`config.mk`:
```
export PLATFORM = sky130hd
export DESIGN_NAME = seq_decoder
export DESIGN_NICKNAME = d
export VERILOG_FILES = /design/src/rtl/seq_decoder_pkg.sv /design/src/rtl/seq_decoder_presc.sv /design/src/rtl/seq_decoder.sv
export SDC_FILE = /design/constraint.sdc
export NUM_CORES = 1
export LEC_CHECK = 0
export BUFFER_PORTS_ARGS = -buffer_cell sky130_fd_sc_hd__buf_2
export CAP_MARGIN = 40
export CORE_ASPECT_RATIO = 0.9
export CORE_MARGIN = 1.5
export CORE_UTILIZATION = 25
export CTS_BUF_LIST = sky130_fd_sc_hd__clkbuf_8
export DETAILED_ROUTE_END_ITERATION = 8
export GPL_TIMING_DRIVEN = 0
export PLACE_DENSITY = 0.46
export SETUP_SLACK_MARGIN = 0.05
export SYNTH_ARGS = -nofsm -noshare
export SYNTH_HDL_FRONTEND = slang
export SYNTH_SLANG_ARGS = --single-unit
```
`constraint.sdc`:
```
create_clock -name clk -period 1.7 [get_ports clk]
set_input_delay 0.085 -clock clk [delete_from_list [all_inputs] [get_ports clk]]
set_output_delay 0.085 -clock clk [all_outputs]
set_load 0.005 [all_outputs]
```
`src/rtl/seq_decoder_pkg.sv`:
```
// -----------------------------------------------------------------------------
// seq_decoder_pkg
//   Shared definitions for the registered sequencing decoder.
//   - MODE_DIRECT / MODE_SCAN : encodings of the MODE input.
//   - MAX_SEL_W               : widest select the decoder supports.
//   - onehot()                : index -> one-hot vector at the maximum width;
//                               callers truncate to their own 2**SEL_W width.
//   - presc_width()           : counter width needed for a given scan divider.
// -----------------------------------------------------------------------------
package seq_decoder_pkg;

  localparam logic MODE_DIRECT = 1'b0;
  localparam logic MODE_SCAN   = 1'b1;

  localparam int MAX_SEL_W = 6;
  localparam int MAX_OUT_W = 2 ** MAX_SEL_W;

  // Decodes at the widest supported size so a single function serves every
  // SEL_W; the instantiating module casts the result down to 2**SEL_W bits.
  function automatic logic [MAX_OUT_W-1:0] onehot(input logic [MAX_SEL_W-1:0] idx);
    logic [MAX_OUT_W-1:0] vec;
    vec = '0;
    vec[idx] = 1'b1;
    return vec;
  endfunction

  // A divider of 1 still needs a one-bit counter so the port widths stay legal.
  function automatic int presc_width(input int div);
    return (div > 1) ? $clog2(div) : 1;
  endfunction

endpackage

```
`src/rtl/seq_decoder_presc.sv`:
```
// -----------------------------------------------------------------------------
// seq_decoder_presc
//   Scan-step prescaler. Counts 0 .. SCAN_DIV-1 while running and pulses tick
//   on the last count, wrapping back to 0 on the same edge.
//
// Ports
//   clk   in   rising-edge clock
//   rst   in   asynchronous active-high reset (counter -> 0)
//   clr   in   synchronous clear; dominates run, suppresses tick
//   run   in   count enable; when low the counter is held at 0
//   tick  out  combinational: high in the cycle whose edge performs a step
// -----------------------------------------------------------------------------
module seq_decoder_presc
  import seq_decoder_pkg::*;
#(
  parameter int SCAN_DIV = 4
) (
  input  logic clk,
  input  logic rst,
  input  logic clr,
  input  logic run,
  output logic tick
);

  localparam int                CNT_W = presc_width(SCAN_DIV);
  localparam logic [CNT_W-1:0]  LAST  = CNT_W'(SCAN_DIV - 1);

  logic [CNT_W-1:0] cnt_q;
  logic [CNT_W-1:0] cnt_d;
  logic             at_last;

  assign at_last = (cnt_q == LAST);
  assign tick    = run & ~clr & at_last;

  // Anything other than an uninterrupted run parks the counter at 0, so the
  // first step after entering scan mode is always a full SCAN_DIV away.
  always_comb begin
    cnt_d = cnt_q;
    if (clr || !run) begin
      cnt_d = '0;
    end else if (at_last) begin
      cnt_d = '0;
    end else begin
      cnt_d = cnt_q + CNT_W'(1);
    end
  end

  always_ff @(posedge clk or posedge rst) begin
    if (rst) begin
      cnt_q <= '0;
    end else begin
      cnt_q <= cnt_d;
    end
  end

endmodule

```
`src/rtl/seq_decoder.sv`:
```
// -----------------------------------------------------------------------------
// seq_decoder
//   Registered N-to-2^N one-hot decoder with a direct mode (Y follows a loaded
//   index) and a scan mode (index steps every SCAN_DIV cycles, wrapping).
//
// Parameters
//   SEL_W     select width, 1..6; Y is 2**SEL_W bits
//   SCAN_DIV  clock cycles per scan step, >= 1
//
// Ports
//   clk   in   rising-edge clock
//   rst   in   asynchronous active-high reset
//   E     in   enable; low clears Y (and WRAP, prescaler) on the next edge
//   MODE  in   0 = direct, 1 = scan
//   LD    in   load strobe; S is sampled when high (ignored while E=0)
//   S     in   select / scan start index
//   Y     out  registered one-hot (or all-zero) output
//   IDX   out  current index register
//   WRAP  out  one-cycle pulse on the scan step from 2**SEL_W-1 to 0
//
// Update priority on each edge: rst, E=0, LD, scan step.
// -----------------------------------------------------------------------------
module seq_decoder
  import seq_decoder_pkg::*;
#(
  parameter int SEL_W    = 3,
  parameter int SCAN_DIV = 4
) (
  input  logic                  clk,
  input  logic                  rst,
  input  logic                  E,
  input  logic                  MODE,
  input  logic                  LD,
  input  logic [SEL_W-1:0]      S,
  output logic [2**SEL_W-1:0]   Y,
  output logic [SEL_W-1:0]      IDX,
  output logic                  WRAP
);

  localparam int OUT_W = 2 ** SEL_W;

  logic [SEL_W-1:0] idx_q;
  logic [SEL_W-1:0] idx_d;
  logic [OUT_W-1:0] y_q;
  logic [OUT_W-1:0] y_d;
  logic             wrap_q;
  logic             wrap_d;

  logic             presc_clr;
  logic             presc_run;
  logic             step;
  logic [SEL_W-1:0] idx_inc;

  // The prescaler only advances on an enabled, non-loading scan cycle; both a
  // load and a disable restart the count from 0.
  assign presc_clr = ~E | LD;
  assign presc_run = (MODE == MODE_SCAN);

  seq_decoder_presc #(
    .SCAN_DIV (SCAN_DIV)
  ) u_presc (
    .clk  (clk),
    .rst  (rst),
    .clr  (presc_clr),
    .run  (presc_run),
    .tick (step)
  );

  // SEL_W-bit add, so stepping past the top index overflows naturally to 0.
  assign idx_inc = idx_q + SEL_W'(1);

  always_comb begin
    idx_d  = idx_q;
    y_d    = y_q;
    wrap_d = 1'b0;
    if (!E) begin
      y_d = '0;
    end else if (LD) begin
      idx_d = S;
      y_d   = OUT_W'(onehot(MAX_SEL_W'(S)));
    end else if (step) begin
      idx_d  = idx_inc;
      y_d    = OUT_W'(onehot(MAX_SEL_W'(idx_inc)));
      wrap_d = (idx_q == '1);
    end else begin
      // Direct mode and non-stepping scan cycles re-decode the held index,
      // which is what restores Y one cycle after E rises.
      y_d = OUT_W'(onehot(MAX_SEL_W'(idx_q)));
    end
  end

  always_ff @(posedge clk or posedge rst) begin
    if (rst) begin
      idx_q  <= '0;
      y_q    <= '0;
      wrap_q <= 1'b0;
    end else begin
      idx_q  <= idx_d;
      y_q    <= y_d;
      wrap_q <= wrap_d;
    end
  end

  assign Y    = y_q;
  assign IDX  = idx_q;
  assign WRAP = wrap_q;

endmodule

```
# [Word level (Yosys, flattened, before mapping)]
# Cells that the tools add are included.
# Widths: inputs -> output; s select.
[word_totals] mem_bits_rw=0 output_inout_bits=12 regBits=14 rom_bits=0 latchBits=0 input_bits=8 memories=0
[classes] n_mux=16 bitwise=5 eq_ne=2 n_lt_le_gt_ge=6 reduce_logical=7 n_mul=0 n_div=0 n_shift=0 addsub=2
[ops] cell="$mux 8" n=3
[ops] cell="$lt 3x7->1 const B" n=3
[ops] cell="$demux 1 s3" n=3
[ops] cell="$ge 3x1->1 const B" n=3
[ops] cell="$mux 1" n=6
[ops] cell="$mux 3" n=2
[ops] cell="$mux 2" n=2
[ops] cell="$add 3x1->3 const B" n=1
[ops] cell="$eq 3x3->1 const B" n=1
[ops] cell="$logic_and 1x1->1" n=3
[ops] cell="$add 2x1->2 const B" n=1
[ops] cell="$and 1x1->1" n=2
[ops] cell="$eq 2x2->1 const B" n=1
[ops] cell="$not 1->1" n=2
[ops] cell="$reduce_and 2->1" n=1
[ops] cell="$reduce_bool 2->1" n=1
[ops] cell="$logic_not 1->1" n=1
[ops] cell="$logic_or 1x1->1" n=1
[ops] cell="$or 1x1->1" n=1

# [Longest topological paths before layout]
# Gate-level depths: netlist (run 1).
[logic_depth] depth_word=8 mapped_depth=5 mapped_depth_nobuf=5

# [Hierarchy]
# Synthesis (run 1) repeated with hierarchy kept, for this count alone.
[unflattened] cells_unflattened=90 hier_area_um2=867.1
[by_module_without_submodules] module="seq_decoder" area_per_inst_um2=768.2 cells_each=83 instances=1
[by_module_without_submodules] module="seq_decoder_presc" area_per_inst_um2=98.8 cells_each=7 instances=1

# [Worst setup path after synthesis (run 1)]
# No wires, ideal clock.
[synth_path] path_kind="register to register" from="reg idx_q[0], in the netlist IDX[0]" to="reg y_q[4], in the netlist Y[4]" path_buffers=0 setup_slack_ns=0.222 stages_incl_launch_ff=6 setup_ns=0.126 arrival_ns=1.352 synth_period_minus_slack_ns=1.478 required_ns=1.574 cell_sequence="dfrtp_1 > ha_1 > ha_1 > inv_1 > nor3_1 > o311a_1"
[synth_via] elab_chain_cells=8
[synth_lines] item="from (decl)" line_no="seq_decoder.sv:42" source="logic [SEL_W-1:0] idx_q;"
[synth_lines] item="from (signal assigned)" line_no="seq_decoder.sv:98" source="idx_q <= idx_d;"
[synth_lines] item="$add 3x1->3" line_no="seq_decoder.sv:70" source="assign idx_inc = idx_q + SEL_W'(1);"
[synth_lines] item="$lt 3x7->1 (not written as such) or $ge 3x1->1 (tied branches)" line_no="seq_decoder_pkg.sv:23" source="vec[idx] = 1'b1;"
[synth_lines] item="$logic_and 1x1->1 (not written as such)" line_no="seq_decoder_pkg.sv:23"
[synth_lines] item="$mux 1 (not written as such)" line_no="seq_decoder_pkg.sv:23"
[synth_lines] item="$demux 1 s3" line_no="seq_decoder_pkg.sv:23"
[synth_lines] item="$mux 8 (*)" line_no="seq_decoder.sv:81" source="end else if (step) begin"
[synth_lines] item="$mux 8 (*)" line_no="seq_decoder.sv:78" source="end else if (LD) begin"
[synth_lines] item="$mux 8 (*)" line_no="seq_decoder.sv:76" source="if (!E) begin"
[synth_lines] item="named net y_d[4]" line_no="seq_decoder.sv:45" source="logic [OUT_W-1:0] y_d;"
[synth_lines] item="to (signal assigned)" line_no="seq_decoder.sv:99" source="y_q <= y_d;"
[synth_lines] item="to (decl)" line_no="seq_decoder.sv:44" source="logic [OUT_W-1:0] y_q;"
# The timed path passes the listed nets; every way through them passes the cells marked *.
# A chain may end at the register's enable or synchronous reset.

# [Final worst setup path (run 1)]
# Ends and elaborated chain as after synthesis.

==> flow_summary.toml, run 1 <==
[global_route]
grt_pass1_vias = 723
grt_max_degree = 15
grtUsageTotal_pct = 11.77
grt-ovfl-total = 0
antenna_found_initial = 0
grt_pass1_wl_um = 3360

[floorplanning]
die_area_sq_um = 3726
die_h_um = 58.06
num_rows = 19
initial_core_util_pct = 26.83
die-width_um = 64.18
coreArea_sq_um = 3138
io_pins = 20

[logic_synthesis]
synth_cell_types = 29
synthFlopType = "dfrtp_1"
yosysSeqAreaShare_pct = 41.60
synth.avg_cell_area_sq_um = 9.679
synth_nets = 98
yosysWarnings = 0
synthCells = 87
synth-edff-count = 0
synth-seq-cells = 14
synthArstFlopShare_pct = 100.0
syn_area_sq_um = 842.1

[finish]
design_area_sq_um = 1045
mostFrequentLayoutCells = "buf_2 (20), dfrtp_1 (14), o21ai_0 (9)"
utilization_pct = 33.29
regArea_sq_um = 350.3
diodes = 0
drive_gt1_share_pct = 27.52
nNetsFinal = 121
multi_input_area_sq_um = 430.4
area_delta_synth_final_pct = 24.07
layout.cells.most_common = "buf_2"
fill_cells = 342

[drt]
antenna_left = 0
drt_iter0_markers = 30
viasPerCell = 5.126
wl_per_cell_um = 13.50
wl_um = 2039
drt_pre_antenna_iters = 4
drc = 0
vias = 774

[timing]
finalCritPeriodShare_pct = 91.48
max_freq_mhz = 643.0
slew_headroom_pct = 63.87
grt_setup_unrepaired = "false"
min_period_ps = 1555
slew_viol_final = 0
setup_ws_ps = 144.8
fin_hold_ws_ps = 104.0
hold_viol_final = 0
worst_slew_pin_slew_ps = 541.4
clock_skew_ps = 0.6303
finalSetupViolCount = 0
setup_tns_ps = 0

[clocking]
clkLatencyLatePin_ps = 240
cts.path.max_buffers = 2
postCtsSetupBuffers = 0
numCtsBuffers = 3
numClockSinks = 14
clock-root-buffer = "clkbuf_8"
htree_levels = 1
cts_tree = "done"
clkSlewWorstSetupHoldPaths_ps = 60

[placed_design]
port_buffers = 17
place_congestion = 0.8905
place.detailed.hpwl_um = 1465
place_area_sq_um = 979.7
pre_cts_ws_ps = 123.8

[power]
internal_power_uw = 647.0
p_sw_uw = 257.9
power_density_nw_per_um2 = 866.1
p_comb_share_pct = 24.1
sw_frac_of_total_pct = 28.50
leakage_nw = 0.5087
peakVddDrop_mv = 0.3465
power_frac_clock_pct = 35.5
seqPwrFrac_pct = 40.4

[setup_path]
crit_fanout = 6
critPathKind = "flop to flop"
crit_required_ps = 1830
cp.arrival_ps = 1680
startpoint_type = "flop"
end_kind = "flop"

[status]
outcome = "finished clean"

[flow_run]
maxCapViolations = 0

[min_path]
hp-class = "primary input to flop"
==> cell type report <==
type,instances,share of cell area [%]
flip-flops and latches,14,33.53
plain buffers,8,4.790
clock buffers,4,5.269
inverters,3,1.078
multi-input cells,62,41.20
well taps,42,5.030
repair buffers,18,9.102
==> registers in the layout, indices dropped and copies added (netlist names) <==
signal and count:
IDX 3, WRAP 1, Y 8, u_presc.cnt_q 2
==> repair_timing <==
item                                   4_1_cts  5_1_grt
endpoints found under the hold margin       14        0
hold buffers                                 1        0
resized for setup                            0        1
setup endpoints to repair                    0        2
==> synth_stat cells (2+ instances only) <==
cell type / instances / share of area [%]
dfrtp_1: 14 / 42
nor3_1: 6 / 3.6
nand2_1: 5 / 2.2
clkbuf_1: 2 / 0.89
nand2b_1: 3 / 2.2
ha_1: 3 / 4.5
o22ai_1: 3 / 2.2
nor4b_2: 2 / 3.6
inv_1: 3 / 1.3
buf_6: 2 / 2.7
o31ai_1: 2 / 1.8
o21ai_0: 9 / 5.3
and3b_1: 2 / 2.1
nor2b_1: 2 / 1.5
and3_1: 2 / 1.5
a31oi_1: 6 / 4.5
buf_2: 3 / 1.8
a22o_1: 3 / 3.1
and2_1: 2 / 1.5
o311a_1: 4 / 4.8
==> worst max-delay path, stage by stage, from the launching register on <==
cell and delay [ps]:
dfrtp_1 410, ha_1 210, ha_1 360, inv_2 110, nor3_1 60, o311a_1 290
==> metrics by stage <==
step / power, mW / cells
after floorplan: 0.5144 / 87
after global placement: 0.5848 / 146
after detailed placement: 0.5836 / 146
after CTS: 0.9169 / 151
after global routing: 0.9622 / 151
final: 0.9049 / 151
==> path summary, 6_finish.rpt <==
kind,start,endpoint,slack (ps),cells past startpoint
max in group asynchronous,rst,Y[4],920,3
setup reg to reg,IDX[0],Y[4],140,5
hold / removal,MODE,u_presc.cnt_q[0],100,3
hold reg to reg,u_presc.cnt_q[0],u_presc.cnt_q[0],440,1
min in group asynchronous,rst,WRAP,420,3
setup / recovery,IDX[0],Y[4],140,5
==> metal layers <==
metal  vias up  routed length [um]  GRT usage, %
met5         -                   0             0
met4         0                  25         4.559
met3         4                 152         3.689
met2        36                 861         17.41
met1       357                1000         16.07
li1        377                   -             -
==> power groups by stage <==
| stage | combinational (mW) | sequential (mW) | clock, mW |
|---|---|---|---|
| after floorplan | 0.141 | 0.373 | 0 |
| after CTS | 0.214 | 0.366 | 0.337 |
| after detailed placement | 0.212 | 0.372 | 0 |
| after global routing | 0.240 | 0.369 | 0.353 |
| after global placement | 0.214 | 0.371 | 0 |
| final | 0.218 | 0.366 | 0.321 |
==> cells by family after synthesis <==
kind of cell / share of synthesized area [%]
mux: 1.189
simple gates: 22.73
flops: 41.61
buf+inv: 7.280
compound gates: 22.73
fa+ha+maj: 4.458
Power figures use the tool's default switching activity.
==> run 2: changes to the inputs <==
Clock period 1.7 ns to 1.6 ns, I/O delays scaled along.
==> run 2 against run 1 <==
  * Clock skew about the same
  * Clock-buffer cell count unchanged
  * Critical path type unchanged
  * Clock power up 6.2%
  * Cell count unchanged
  * Non-clock buffer count unchanged
  * Core utilization up 0.80 points
  * Hold slack about the same
  * Fmax up 7.8%
==> flow_summary.toml, run 2 (synthesis results as in run 1) <==
[drt]
viasPerCell = 5.099
drc = 0
wl_um = 2031
met2_length_um = 825
wl_per_cell_um = 13.45
antenna_left = 0
route.met3.wl_um = 166
vias = 770
wl_met1_um = 1005
topRoutingLayerUsed = "met4"
drt_pre_antenna_iters = 4
drt_iter0_markers = 27

[clocking]
htree_levels = 1
cts.path.max_buffers = 2
clock-root-buffer = "clkbuf_8"
cts_tree = "done"
clkLatencyLatePin_ps = 240
clkSlewWorstSetupHoldPaths_ps = 60
postCtsSetupBuffers = 0
numClockSinks = 14
numCtsBuffers = 3

[global_route]
grt-ovfl-total = 0
antenna_found_initial = 0
grtUsageTotal_pct = 11.89
grt_pass1_vias = 723
grt_max_degree = 15
grt_pass1_wl_um = 3408

[setup_path]
rrSetupSlack_ps = 160
crit_required_ps = 1730
critPathKind = "flop to flop"
reg2regPathDepth = 4
cp.arrival_ps = 1570
reg2reg_to = "Y[6]"
crit_fanout = 5
end_kind = "flop"
r2r-start = "IDX[0]"
startpoint_type = "flop"

[timing]
worst_slew_pin_slew_ps = 542.4
max_freq_mhz = 693.3
setup_ws_ps = 157.7
finalCritPeriodShare_pct = 90.15
min_period_ps = 1442
slew_headroom_pct = 63.80
slew_viol_final = 0
hold_viol_final = 0
grt_setup_unrepaired = "false"
finalSetupViolCount = 0
setup_tns_ps = 0
clock_skew_ps = 0.5738

[finish]
nNetsFinal = 121
layout.cells.most_common = "buf_2"
diodes = 0
mostFrequentLayoutCells = "buf_2 (20), dfrtp_1 (14), o21ai_0 (9)"
area_delta_synth_final_pct = 27.04
largest_reg_flops = 8
drive_gt1_share_pct = 29.36

[floorplanning]
io_pins = 20
die_area_sq_um = 3726
num_rows = 19
die-width_um = 64.18
initial_core_util_pct = 26.83
die_h_um = 58.06
coreArea_sq_um = 3138

[placed_design]
pre_cts_ws_ps = 23.84
port_buffers = 17
place_congestion = 0.8905
place.detailed.hpwl_um = 1465

[power]
p_sw_uw = 278.1
internal_power_uw = 695.9
power_density_nw_per_um2 = 910.4
sw_frac_of_total_pct = 28.55
leakage_nw = 0.5054
p_comb_share_pct = 24.8
seqPwrFrac_pct = 40.2
power_frac_clock_pct = 35.0
peakVddDrop_mv = 0.3677

[min_path]
hold_end = "u_presc.cnt_q[0]"
hp-class = "primary input to flop"
min_from = "MODE"
hold_depth = 3

[flow_run]
maxCapViolations = 0

[status]
outcome = "finished clean"
run 2: stage by stage:
stage	instance area [sq um]	instances	hold slack (ps)	utilization, %	total power [mW]
2_1_floorplan	842.1	87	-30.78	-	0.5466
3_3_place_gp	979.7	146	161.1	31.22	0.6213
3_5_place_dp	979.7	146	159.8	31.22	0.6201
4_1_cts	1057	151	95.16	33.69	0.9872
5_1_grt	1070	151	105.3	34.09	1.035
6_report	1070	151	103.5	34.09	0.9739
run 2: power by group through the flow:
stage / Combinational, mW / Sequential [mW] / Clock (mW)
final: 0.241 / 0.391 / 0.341
after detailed placement: 0.225 / 0.395 / 0
after global routing: 0.265 / 0.395 / 0.374
after floorplan: 0.150 / 0.397 / 0
after global placement: 0.227 / 0.394 / 0
after CTS: 0.239 / 0.391 / 0.358
run 2: worst max-delay path, cell delays in order (launching register included):
cell and delay (ps):
dfrtp_1 410, ha_1 380, inv_1 180, nor3_1 70, o311a_1 290
run 2: per-layer routing:
metal / global-route usage (%) / vias to the layer above
met5: 0 / -
met4: 4.559 / 0
met3: 3.689 / 5
met2: 17.56 / 38
met1: 16.31 / 351
li1: - / 376
run 2: how the worst max path moves through the flow:
stage                     startpoint    to  slack [ps]  depth (start not counted)
floorplan                     IDX[0]  Y[4]         120                          5
global placement              IDX[0]  Y[6]          30                          5
detailed placement            IDX[0]  Y[4]          20                          5
CTS                 u_presc.cnt_q[0]  Y[6]         110                          5
global route                  IDX[0]  Y[4]          70                          5
finish                        IDX[0]  Y[6]         160                          4
run 2: cell type report:
type / count / area, sq um
tap: 42 / 52.55
fill: 340 / 2068
clock buffer: 4 / 55.05
multi-input combinational: 62 / 455.4
buffer: 8 / 50.05
timing repair buffer: 18 / 95.09
inverter: 3 / 11.26
sequential: 14 / 350.3
run 2: repair_timing:
item	in CTS	in global routing
hold endpoints to repair	14	0
endpoints found under the setup margin	2	4
hold buffers	1	0
cloned	0	0
resized for setup	2	2
==> run 3: changes to the inputs <==
Settings changed: ABC_AREA from default to 1.
==> run 3 against run 2 <==
  * Die area shrank 0.70%
  * Critical path type unchanged
  * Critical path depth grew 3
  * Synthesized cell count grew 26%
  * Global-route usage shrank 0.39 points
  * Largest power group unchanged
==> flow_summary.toml, run 3 <==
[status]
outcome = "finished clean"

[logic_synthesis]
synthTopCellsByCount = "nand2_1 (27), dfrtp_1 (14), inv_1 (12)"
synth.avg_cell_area_sq_um = 7.598
yosysSeqAreaShare_pct = 41.92
yosysMostFrequentCell = "nand2_1"
synth_nets = 121
synth_cell_types = 17
yosysWarnings = 0
synth-edff-count = 0
synth-seq-cells = 14
ys_top_cells_by_area = "dfrtp_1 (42%), nand2_1 (12%), nand3_1 (6.0%), inv_1 (5.4%), a21oi_1 (4.8%)"
synthArstFlopShare_pct = 100.0
syn_area_sq_um = 835.8
synthCells = 110
yosys.area.top_type = "dfrtp_1"
synthFlopType = "dfrtp_1"
synth_top_area_share_pct = 41.92

[floorplanning]
die-width_um = 63.95
io_pins = 20
die_h_um = 57.86
num_rows = 19
coreArea_sq_um = 3114
die_area_sq_um = 3700
initial_core_util_pct = 26.84

[finish]
layout.cells.most_common = "nand2_1"
drive_gt1_share_pct = 27.21
design_area_sq_um = 1081
mostFrequentLayoutCells = "nand2_1 (27), buf_2 (18), dfrtp_1 (12), inv_1 (12), nand3_1 (10)"
area_delta_synth_final_pct = 29.34
utilization_pct = 34.71
nNetsFinal = 148
fin_cells = 178
diodes = 0
largest_reg_flops = 8

[placed_design]
place_area_sq_um = 978.4
port_buffers = 18
pre_cts_ws_ps = -63.03
place_congestion = 0.7994
place.detailed.hpwl_um = 1433
dp.cells = 170

[power]
power_density_nw_per_um2 = 982.8
seqPwrFrac_pct = 38.4
power_frac_clock_pct = 32.4
fin_total_pwr_mw = 1.062
p_sw_uw = 335.9
leakage_nw = 0.5638
p_comb_share_pct = 29.2
internal_power_uw = 726.5
peakVddDrop_mv = 0.4671
sw_frac_of_total_pct = 31.62

[min_path]
hp-class = "primary input to flop"
hold_depth = 3
min_from = "MODE"
hold_end = "u_presc.cnt_q[1]"

[clocking]
numCtsBuffers = 3
cts.path.max_buffers = 2
clock-root-buffer = "clkbuf_8"
numClockSinks = 14
clkLatencyLatePin_ps = 250
cts_tree = "done"
clkSlewWorstSetupHoldPaths_ps = 60
htree_levels = 1

[drt]
drt_iter0_markers = 38
vias = 793
drc = 0
drt_pre_antenna_iters = 4
wl_um = 1925
antenna_left = 0
wl_per_cell_um = 10.81
viasPerCell = 4.455

[timing]
slew_headroom_pct = 64.72
finalCritPeriodShare_pct = 91.97
hold_viol_final = 0
max_freq_mhz = 679.5
clock_skew_ps = 6.273
fin_hold_ws_ps = 129.2
grt_setup_unrepaired = "false"
finalSetupViolCount = 0
setup_tns_ps = 0
min_period_ps = 1472
slew_viol_final = 0
setup_ws_ps = 128.4
worst_slew_pin_slew_ps = 528.6

[global_route]
grt_pass1_wl_um = 3263
grt-ovfl-total = 0
grtUsageTotal_pct = 11.50
grt_pass1_vias = 725
antenna_found_initial = 0
grt_max_degree = 15

[setup_path]
startpoint_type = "flop"
rrSetupSlack_ps = 130
cp.arrival_ps = 1630
end_kind = "flop"
reg2regPathDepth = 7
crit_fanout = 7
cp_slowest_cell = "dfrtp_2"
reg2reg_to = "Y[2]"
crit_path_cell_trace = "ha_1 > ha_4 > inv_1 > nand2_1 > o21ai_1 > nand2_1 > a21oi_1"
cpPeakStageDelay_ps = 420
critPathKind = "flop to flop"
r2r-start = "IDX[0]"
crit_required_ps = 1760
critPathBufInv = 1
cpMostUsedCell = "nand2_1"
cp_top_family = "adder cells"

[flow_run]
maxCapViolations = 0
==> run 3: cell types whose count changed in the layout (fill, tap and decap cells not counted), sizes merged, moves of 4 or more <==
cell / previous run / this run
nand3: 1 / 10
nor2: 1 / 11
nor3: 6 / 2
nand2: 5 / 29
inv: 3 / 14
o311a: 4 / 0
a31oi: 6 / 0
a21oi: 0 / 8
o21ai: 9 / 13
==> run 3: cells by family after synthesis <==
kind of cell / synth area share [%]
buf+inv: 9.879
fa+ha+maj: 4.491
compound gates: 12.57
simple gates: 31.14
flops: 41.92
==> run 3: how the worst max path moves through the flow <==
stage,end,cells after the start,from
after floorplan,Y[2],7,IDX[0]
final,Y[2],7,IDX[0]
after detailed placement,Y[2],7,IDX[0]
after global routing,Y[1],7,IDX[0]
after CTS,Y[4],6,IDX[1]
after global placement,Y[2],7,IDX[0]
==> run 3: repair_timing <==
item,in CTS,in global routing
hold buffers,1,0
hold endpoints to repair,14,0
pin swaps,0,0
gates resized for setup,3,2
setup buffers,1,2
endpoints found under the setup margin,8,8
==> run 3: power groups by stage <==
stage	Sequential [mW]	Clock, mW	Combinational (mW)
3_5_place_dp	0.423	0	0.258
6_report	0.408	0.344	0.310
4_1_cts	0.411	0.356	0.279
3_3_place_gp	0.423	0	0.259
2_1_floorplan	0.419	0	0.179
5_1_grt	0.412	0.376	0.351
==> run 3: area by class of cell <==
type	instances	area (sq um)
Timing Repair Buffer	22	122.6
Buffer	2	22.52
Tap cell	42	52.55
Sequential cell	14	352.8
Inverter	14	60.06
Fill cell	338	2033
Clock buffer	4	55.05
Multi-Input combinational cell	80	415.4
==> run 3: worst min-delay path: stages <==
cell     delay, ps
buf_2          120
nand3_1        100
nor2_1          40
==> run 3: metal layers <==
metal | share of wire, % | wire length (um) | track usage (%) | vias up
met5 | 0 | 0 | 0 | -
met4 | 0.42 | 8 | 2.795 | 0
met3 | 5.6 | 107 | 3.495 | 2
met2 | 45 | 866 | 17.56 | 24
met1 | 49 | 942 | 16.01 | 352
li1 | - | - | - | 415
